**config.mk**
```make
export PLATFORM = sky130hd
export DESIGN_NAME = uart_rx_frame
export DESIGN_NICKNAME = d
export VERILOG_FILES = /design/src/rtl/uart_rx_frame.sv
export SDC_FILE = /design/constraint.sdc
export NUM_CORES = 1
export LEC_CHECK = 0
export ABC_AREA = 1
export CAP_MARGIN = 15
export CORE_MARGIN = 5
export CORE_UTILIZATION = 50
export DETAILED_ROUTE_END_ITERATION = 6
export GPL_ROUTABILITY_DRIVEN = 0
export GPL_TIMING_DRIVEN = 0
export MAX_ROUTING_LAYER = met4
export PLACE_DENSITY = 0.81
export SLEW_MARGIN = 15
export SYNTH_ARGS = -nofsm -noshare
export SYNTH_HDL_FRONTEND = slang
export SYNTH_SLANG_ARGS = --single-unit
```
**constraint.sdc**
```tcl
create_clock -name i_clk -period 1.84 [get_ports i_clk]
set_input_delay 0.184 -clock i_clk [delete_from_list [all_inputs] [get_ports i_clk]]
set_output_delay 0.184 -clock i_clk [all_outputs]
set_load 0.05 [all_outputs]
```
**src/rtl/uart_rx_frame.sv**
```systemverilog
// UART receiver with fractional baud tick, 2-FF synchroniser, 3-sample majority vote,
// parity/framing checks, break lock-out and a valid/ready output with overrun pulse.
module uart_rx_frame #(
    parameter int DATA_BITS  = 8,
    parameter int PARITY     = 0,
    parameter int STOP_BITS  = 1,
    parameter int BAUD_WIDTH = 11,
    parameter int BAUD_ADD   = 170
) (
    input  logic                 i_clk,
    input  logic                 i_nrst,
    input  logic                 i_rx,
    input  logic                 i_ready,
    output logic [DATA_BITS-1:0] o_data,
    output logic                 o_valid,
    output logic                 o_parity_err,
    output logic                 o_frame_err,
    output logic                 o_overrun,
    output logic                 o_busy
);
    localparam logic [2:0] S_IDLE  = 3'd0;
    localparam logic [2:0] S_START = 3'd1;
    localparam logic [2:0] S_DATA  = 3'd2;
    localparam logic [2:0] S_PAR   = 3'd3;
    localparam logic [2:0] S_STOP  = 3'd4;
    localparam logic [2:0] S_BRK   = 3'd5;

    localparam logic [3:0] LAST_BIT  = 4'(DATA_BITS - 1);
    localparam logic       LAST_STOP = 1'(STOP_BITS - 1);

    logic [BAUD_WIDTH-1:0] acc_q;
    logic [BAUD_WIDTH:0]   acc_sum;
    logic                  tick;
    logic [1:0]            sync_q;
    logic                  rx_s;

    logic [2:0]            state_q, state_d;
    logic [3:0]            cnt_q, cnt_d;
    logic [3:0]            idx_q, idx_d;
    logic                  stop_q, stop_d;
    logic                  s7_q, s7_d, s8_q, s8_d;
    logic [DATA_BITS-1:0]  shift_q, shift_d;
    logic                  perr_q, perr_d, ferr_q, ferr_d;
    logic                  done_q, done_d;
    logic                  vote, dec, wrap, exp_par;

    logic [DATA_BITS-1:0]  data_q;
    logic                  valid_q, operr_q, oferr_q, ovr_q;

    // Tick is the carry out of the phase accumulator: 16 ticks per bit.
    assign acc_sum = {1'b0, acc_q} + (BAUD_WIDTH+1)'(BAUD_ADD);
    assign tick    = acc_sum[BAUD_WIDTH];
    assign rx_s    = sync_q[1];

    assign vote    = (s7_q & s8_q) | (s7_q & rx_s) | (s8_q & rx_s);
    assign dec     = (cnt_q == 4'd9);
    assign wrap    = (cnt_q == 4'd15);
    assign exp_par = (PARITY == 2) ? ~(^shift_q) : ^shift_q;

    always_comb begin
        state_d = state_q;
        cnt_d   = cnt_q;
        idx_d   = idx_q;
        stop_d  = stop_q;
        s7_d    = s7_q;
        s8_d    = s8_q;
        shift_d = shift_q;
        perr_d  = perr_q;
        ferr_d  = ferr_q;
        done_d  = 1'b0;
        if (tick) begin
            if (state_q == S_IDLE) begin
                cnt_d = 4'd0;
                if (!rx_s) begin
                    state_d = S_START;
                    cnt_d   = 4'd1;
                    perr_d  = 1'b0;
                    ferr_d  = 1'b0;
                end
            end else if (state_q == S_BRK) begin
                cnt_d = 4'd0;
                if (rx_s) state_d = S_IDLE;
            end else begin
                cnt_d = cnt_q + 4'd1;
                if (cnt_q == 4'd7) s7_d = rx_s;
                if (cnt_q == 4'd8) s8_d = rx_s;
                case (state_q)
                    S_START: begin
                        if (dec && vote) begin
                            state_d = S_IDLE;
                            cnt_d   = 4'd0;
                        end else if (wrap) begin
                            state_d = S_DATA;
                            idx_d   = 4'd0;
                        end
                    end
                    S_DATA: begin
                        if (dec) shift_d = {vote, shift_q[DATA_BITS-1:1]};
                        if (wrap) begin
                            if (idx_q == LAST_BIT) begin
                                state_d = (PARITY != 0) ? S_PAR : S_STOP;
                                stop_d  = 1'b0;
                            end else begin
                                idx_d = idx_q + 4'd1;
                            end
                        end
                    end
                    S_PAR: begin
                        if (dec && (vote != exp_par)) perr_d = 1'b1;
                        if (wrap) begin
                            state_d = S_STOP;
                            stop_d  = 1'b0;
                        end
                    end
                    S_STOP: begin
                        if (dec) begin
                            if (!vote) ferr_d = 1'b1;
                            // Last stop bit: deliver now, skip the remaining half bit.
                            if (stop_q == LAST_STOP) begin
                                done_d  = 1'b1;
                                cnt_d   = 4'd0;
                                state_d = (ferr_q || !vote) ? S_BRK : S_IDLE;
                            end
                        end else if (wrap) begin
                            stop_d = ~stop_q;
                        end
                    end
                    default: state_d = S_IDLE;
                endcase
            end
        end
    end

    always_ff @(posedge i_clk or negedge i_nrst) begin
        if (!i_nrst) begin
            acc_q   <= '0;
            sync_q  <= 2'b11;
            state_q <= S_IDLE;
            cnt_q   <= '0;
            idx_q   <= '0;
            stop_q  <= 1'b0;
            s7_q    <= 1'b1;
            s8_q    <= 1'b1;
            shift_q <= '0;
            perr_q  <= 1'b0;
            ferr_q  <= 1'b0;
            done_q  <= 1'b0;
        end else begin
            acc_q   <= acc_sum[BAUD_WIDTH-1:0];
            sync_q  <= {sync_q[0], i_rx};
            state_q <= state_d;
            cnt_q   <= cnt_d;
            idx_q   <= idx_d;
            stop_q  <= stop_d;
            s7_q    <= s7_d;
            s8_q    <= s8_d;
            shift_q <= shift_d;
            perr_q  <= perr_d;
            ferr_q  <= ferr_d;
            done_q  <= done_d;
        end
    end

    // A held frame is only replaced when it is being consumed in the same cycle.
    always_ff @(posedge i_clk or negedge i_nrst) begin
        if (!i_nrst) begin
            data_q  <= '0;
            valid_q <= 1'b0;
            operr_q <= 1'b0;
            oferr_q <= 1'b0;
            ovr_q   <= 1'b0;
        end else begin
            ovr_q <= 1'b0;
            if (done_q && (!valid_q || i_ready)) begin
                data_q  <= shift_q;
                operr_q <= perr_q;
                oferr_q <= ferr_q;
                valid_q <= 1'b1;
            end else begin
                if (done_q) ovr_q <= 1'b1;
                if (valid_q && i_ready) valid_q <= 1'b0;
            end
        end
    end

    assign o_data       = data_q;
    assign o_valid      = valid_q;
    assign o_parity_err = operr_q;
    assign o_frame_err  = oferr_q;
    assign o_overrun    = ovr_q;
    assign o_busy       = (state_q != S_IDLE);
endmodule
```
==> results of run 1 <==
==> where the power goes <==
| group | switching (mW) | internal (mW) |
|---|---|---|
| combinational | 0.314 | 0.146 |
| sequential | 0.0487 | 1.12 |
| clock | 0.350 | 0.263 |
| total | 0.713 | 1.53 |
==> routing by layer <==
metal,track usage,wire (um)
met4,0.06250,85
met2,0.2842,2293
met3,0.03289,159
met5,-,0
met1,0.1999,2192
==> worst max-delay path by stage <==
stage	end	slack (ns)	cells past startpoint
after floorplan	ferr_q$_DFFE_PN0P_	0.32	8
after global placement	state_q[0]$_DFFE_PN0P_	-0.74	1
after detailed placement	shift_q[2]$_DFFE_PN0P_	0.14	10
after CTS	o_busy	0.12	3
after global routing	shift_q[1]$_DFFE_PN0P_	0.02	11
final	o_busy	0.13	3
==> sequential cells by signal (all words and copies together) (netlist names), 2 cells and up <==
name / count
o_data: 8
idx_q: 4
sync_q: 2
state_q: 3
cnt_q: 4
shift_q: 8
acc_q: 10
==> repair_timing <==
item	in CTS	in global routing
resized for setup	1	0
buffers inserted	0	0
hold buffers	1	0
endpoints found under the setup margin	1	0
hold endpoints to repair	25	0
==> cell families after synthesis <==
| kind of cell | after synthesis |
|---|---|
| simple gates | 145 |
| xor+xnor | 10 |
| flops | 49 |
| compound gates | 47 |
| fa+ha+maj | 5 |
| buf+inv | 46 |
==> metrics by stage <==
step / setup WS, ns / hold WS (ns) / instances
floorplan: 0.3198 / -0.1116 / 302
global placement: -0.7357 / 0.3460 / 388
detailed placement: 0.1418 / 0.2657 / 389
CTS: 0.1193 / 0.2704 / 398
global route: 0.02477 / 0.2752 / 398
finish: 0.1347 / 0.2827 / 398
==> layout by cell type, fill, tap and decap left out, types with 3 or more instances in the layout <==
cell type,netlist,routed
o21ai_2,10,10
xor2_1,8,8
o21ai_1,11,11
nand3_1,16,16
nor2_4,3,3
dfstp_2,4,4
nor2_2,4,4
dfrtp_1,45,45
clkinv_2,1,3
o21ai_0,19,19
nand2_2,9,9
inv_1,33,33
clkbuf_8,0,5
nand2_1,81,81
a21oi_1,4,4
ha_1,5,5
clkdlybuf4s50_1,0,14
inv_2,8,8
nor2_1,16,16
==> area by class of cell <==
cell class                 instances  area share
sequential                        49      0.4218
multi-input combinational        207      0.3892
timing repair buffer              18     0.06558
inverter                          43     0.05744
tap                               70     0.03000
clock buffer                       5     0.02357
buffer                             3    0.006429
clock inverter                     3    0.006001
==> results_dict.tcl, run 1 <==
set metrics [dict create \
    status "complete, no violations" \
    nFillCells 445 \
    synth_top_family_by_area "simple AND/OR/NAND/NOR gates" \
    io_buffers 16 \
    cts.sinks 49 \
    reg2reg_from "acc_q[1]$_DFF_PN0_" \
    grt_pass1_wl_mm 8.431 \
    slew_violations 0 \
    die_w_um 81.47 \
    cpLargestDelayFamily "flip-flops" \
    final_antenna_net_count 0 \
    worstSetupPathType "flip-flop to output pin" \
    p_leak_nw 1.365 \
    whs_endpoint "sync_q[0]$_DFF_PN1_" \
    finalCriticalPeriod_ns 1.705 \
    cp-startpoint "state_q[0]$_DFFE_PN0P_" \
    setup_tns_ns 0 \
    syn_nets 311 \
    core_region_area_mm2 0.005042 \
    first_global_vias 1950 \
    rows 26 \
    final_layout_size_suffix_gt1_frac 0.1860 \
    ys_warn_count 0 \
    ir_drop_v 0.0005677 \
    slowest_delay_ns 0.45 \
    synth_cell_types 32 \
    worstRegToRegCells 11 \
    r2r_slack_ns 0.14 \
    synth_seq_area_share 0.4821 \
    cts_buffers 5 \
    grt_max_degree 31 \
    initial_core_util 0.5065 \
    wire_per_inst_um 11.89 \
    power_per_cell_area_mw_per_mm2 766.7 \
    dr.pass1.iters 4 \
    cp.arrival_ns 1.52 \
    crit-reg2reg-capture "shift_q[0]$_DFFE_PN0P_" \
    synth_cells 302 \
    hold_viol_final 0 \
    min_from "i_rx" \
    layout.nets 336 \
    seqCellArea_mm2 0.001231 \
    crit_required_ns 1.66 \
    post-dp-hpwl_mm 3.505 \
    end_kind "output pin" \
    slew_headroom 0.5365 \
    clkTransAtPathRegs_ns 0.08 \
    worst-path-buf-inv 1 \
    cts.htree.levels 2 \
    tritoncts "done" \
    worstHoldPathCells 1 \
    synth_xor_area_frac 0.03430 \
    io_pins 17 \
    fin_crit_sh 0.9268 \
    ys_top_cells_by_area "dfrtp_1, nand2_1, inv_1" \
    via_per_inst 4.957 \
    synth_edf_count 0 \
    muxShareOfSynthArea 0 \
    synth_compound_area_frac 0.1107 \
    track_usage 0.1685 \
    fmax_ghz 0.5864 \
    design.die.area_mm2 0.006637 \
    synth-seq-cells 49 \
    die_h_um 81.47 \
    min_path_type "input port to flip-flop" \
    drt_iter0_drc 87 \
    clkLatencyLatePin_ns 0.30 \
    path_cells "nor2_1, nand2_2, dlygate4sd2_1" \
    synth_area_mm2 0.002554 \
    clockBufferDepth 2 \
    yosysMostFrequentCell "nand2_1" \
    cp_max_fo 5 \
    syn_to_final_growth_pct 14.31 \
    syn_area_per_cell_um2 8.456 \
    grt-ovfl-total 0 \
    utilization 0.5789 \
    antenna_found_initial 0 \
    finalSetupViolCount 0 \
    multi_input_area_mm2 0.001136 \
    finalPower_mw 2.238 \
    worstMarginPinSlew_ns 0.6953 \
    via_count 1973 \
    cap_violations 0 \
    synth-main-ff-cell "dfrtp_1" \
    diodes 0 \
    route.detailed.drc 0 \
    async_reset_ff_frac 1.000 \
    finalWirelength_mm 4.731 \
    fin_skew_ns 0.01261 \
    synth_top_area_share 0.4410 \
    rsz0062_at_grt "no" \
    crit_path_top_delay_cell "dfrtp_1" \
    root_buffer "clkbuf_8" \
    synth_fa_ha_area_frac 0.02450 \
    yosys.area.top_type "dfrtp_1" \
    placed_cell_area_mm2 0.002824 \
    final_area_mm2 0.002919 \
    cp-start-kind "flip-flop" \
    yosys.area_share.simple 0.2754 \
    synth_commonest_cells "nand2_1, dfrtp_1, inv_1, o21ai_0" \
]
Power figures use the tool's default switching activity.
==> run 2: changes to the inputs <==
- CORE_ASPECT_RATIO: not set -> 1.25
- SETUP_SLACK_MARGIN: not set -> 0.2
==> results_dict.tcl, run 2 (synthesis results as in run 1) <==
set metrics [dict create \
    hold_viol_final 0 \
    track_usage 0.1500 \
    final_cell_mix "nand2_1, dfrtp_1, inv_1" \
    design.die.area_mm2 0.006645 \
    cp-start-kind "flip-flop" \
    finalWirelength_mm 4.774 \
    clkTransAtPathRegs_ns 0.09 \
    cp_max_fo 6 \
    syn_to_final_growth_pct 20.24 \
    cp.arrival_ns 1.75 \
    worstMarginPinSlew_ns 0.4984 \
    diodes 0 \
    first_global_vias 1876 \
    cts.sinks 49 \
    slew_headroom 0.6672 \
    via_per_inst 5.027 \
    route.detailed.drc 0 \
    post-dp-hpwl_mm 3.299 \
    cts.htree.levels 2 \
    regMostFlops "acc_q" \
    p_leak_nw 1.515 \
    final_layout_size_suffix_gt1_frac 0.2281 \
    place_ws_ns 0.1388 \
    die_h_um 89.90 \
    nFillCells 433 \
    cts_buffers 5 \
    hold_slack_ns 0.2852 \
    layout.nets 350 \
    io_buffers 16 \
    rsz0062_at_grt "yes" \
    slew_violations 0 \
    finalWorstSetupSlack_ns 0.2843 \
    mostFrequentLayoutCell "nand2_1" \
    drt_iter0_drc 112 \
    ir_drop_v 0.0004820 \
    largest_reg_flops 10 \
    clockBufferDepth 2 \
    fin_skew_ns 0.01003 \
    wire_per_inst_um 11.82 \
    cap_violations 0 \
    reg2reg_from "acc_q[2]$_DFF_PN0_" \
    final_antenna_net_count 0 \
    root_buffer "clkbuf_8" \
    min_from "i_rx" \
    rows 29 \
    core_region_area_mm2 0.005007 \
    setup_tns_ns 0 \
    power_per_cell_area_mw_per_mm2 744.6 \
    die_w_um 73.92 \
    finalCriticalPeriod_ns 1.556 \
    initial_core_util 0.5100 \
    min_path_type "input port to flip-flop" \
    status "complete, no violations" \
    cp-startpoint "acc_q[2]$_DFF_PN0_" \
    antenna_found_initial 0 \
    via_count 2031 \
    dr.pass1.iters 4 \
    clkLatencyLatePin_ns 0.30 \
    finalPower_mw 2.286 \
    io_pins 17 \
    finalSetupViolCount 0 \
    tritoncts "done" \
    grt-ovfl-total 0 \
    fin_crit_sh 0.8455 \
    worstSetupPathType "flip-flop to flip-flop" \
    crit_required_ns 2.04 \
    grt_pass1_wl_mm 7.852 \
    grt_max_degree 32 \
    end_kind "flip-flop" \
    fmax_ghz 0.6428 \
]
## run 2: cell types whose count changed in the layout (fill, tap and decap cells not counted), moves of 2 or more
cell	delta
buf_4	+10
buf_6	+2
clkdlybuf4s50_1	-12
clkinv_2	-2
dlygate4sd2_1	+10
## run 2: layer usage
metal	vias to the layer above	GRT usage	part of all wire	routed length, um
li1	1028	-	-	-
met1	962	0.1823	0.44	2090
met2	34	0.2448	0.51	2445
met3	7	0.02679	0.039	185
met4	0	0.05589	0.011	53
met5	-	-	0	0
## run 2: power breakdown
group,internal [mW],switching (mW),total (mW)
logic,0.164,0.338,0.502
registers,1.12,0.0460,1.16
clock network,0.268,0.354,0.622
## run 2: metrics by stage
| stage | area [um^2] | util | cells |
|---|---|---|---|
| after floorplan | 2554 | - | 302 |
| after global placement | 2791 | 0.5575 | 380 |
| after detailed placement | 2806 | 0.5605 | 381 |
| after CTS | 2978 | 0.5947 | 397 |
| after global routing | 3070 | 0.6132 | 404 |
| final | 3070 | 0.6132 | 404 |
## run 2: worst paths after layout
path                                     endpoint  cells past startpoint  slack (ns)
max in group asynchronous        s7_q$_DFFE_PN1P_                      3        0.90
hold / removal                sync_q[0]$_DFF_PN1_                      1        0.29
setup / recovery           shift_q[6]$_DFFE_PN0P_                     11        0.28
setup reg to reg           shift_q[6]$_DFFE_PN0P_                     11        0.28
min in group asynchronous      acc_q[2]$_DFF_PN0_                      2        0.35
hold reg to reg               sync_q[1]$_DFF_PN1_                      0        0.36
## run 2: critical path: stages (launching register included)
cell      delay, ns
dfrtp_1        0.41
ha_4           0.16
nand2_1        0.05
inv_1          0.07
nand3_2        0.08
nand3_4        0.10
nand2_8        0.07
clkinv_8       0.08
nand3_4        0.13
buf_6          0.16
nand2_1        0.07
o21ai_2        0.05
## run 2: area by class of cell
cell class	count	area [um^2]	share of cell area
buffer	3	22.52	0.007335
clock buffer	6	72.57	0.02363
clock inverter	2	15.01	0.004890
inverter	43	175.2	0.05705
multi-input combinational	207	1171	0.3814
sequential	49	1231	0.4010
tap	62	77.57	0.02526
timing repair buffer	32	305.3	0.09943
## run 2: repair_timing
action | CTS | global route
hold buffers | 1 | 0
buffers inserted | 6 | 7
gates resized for setup | 19 | 11
endpoints found under the hold margin | 18 | 0
setup endpoints to repair | 20 | 17
gates cloned | 1 | 0
pin swaps | 1 | 4
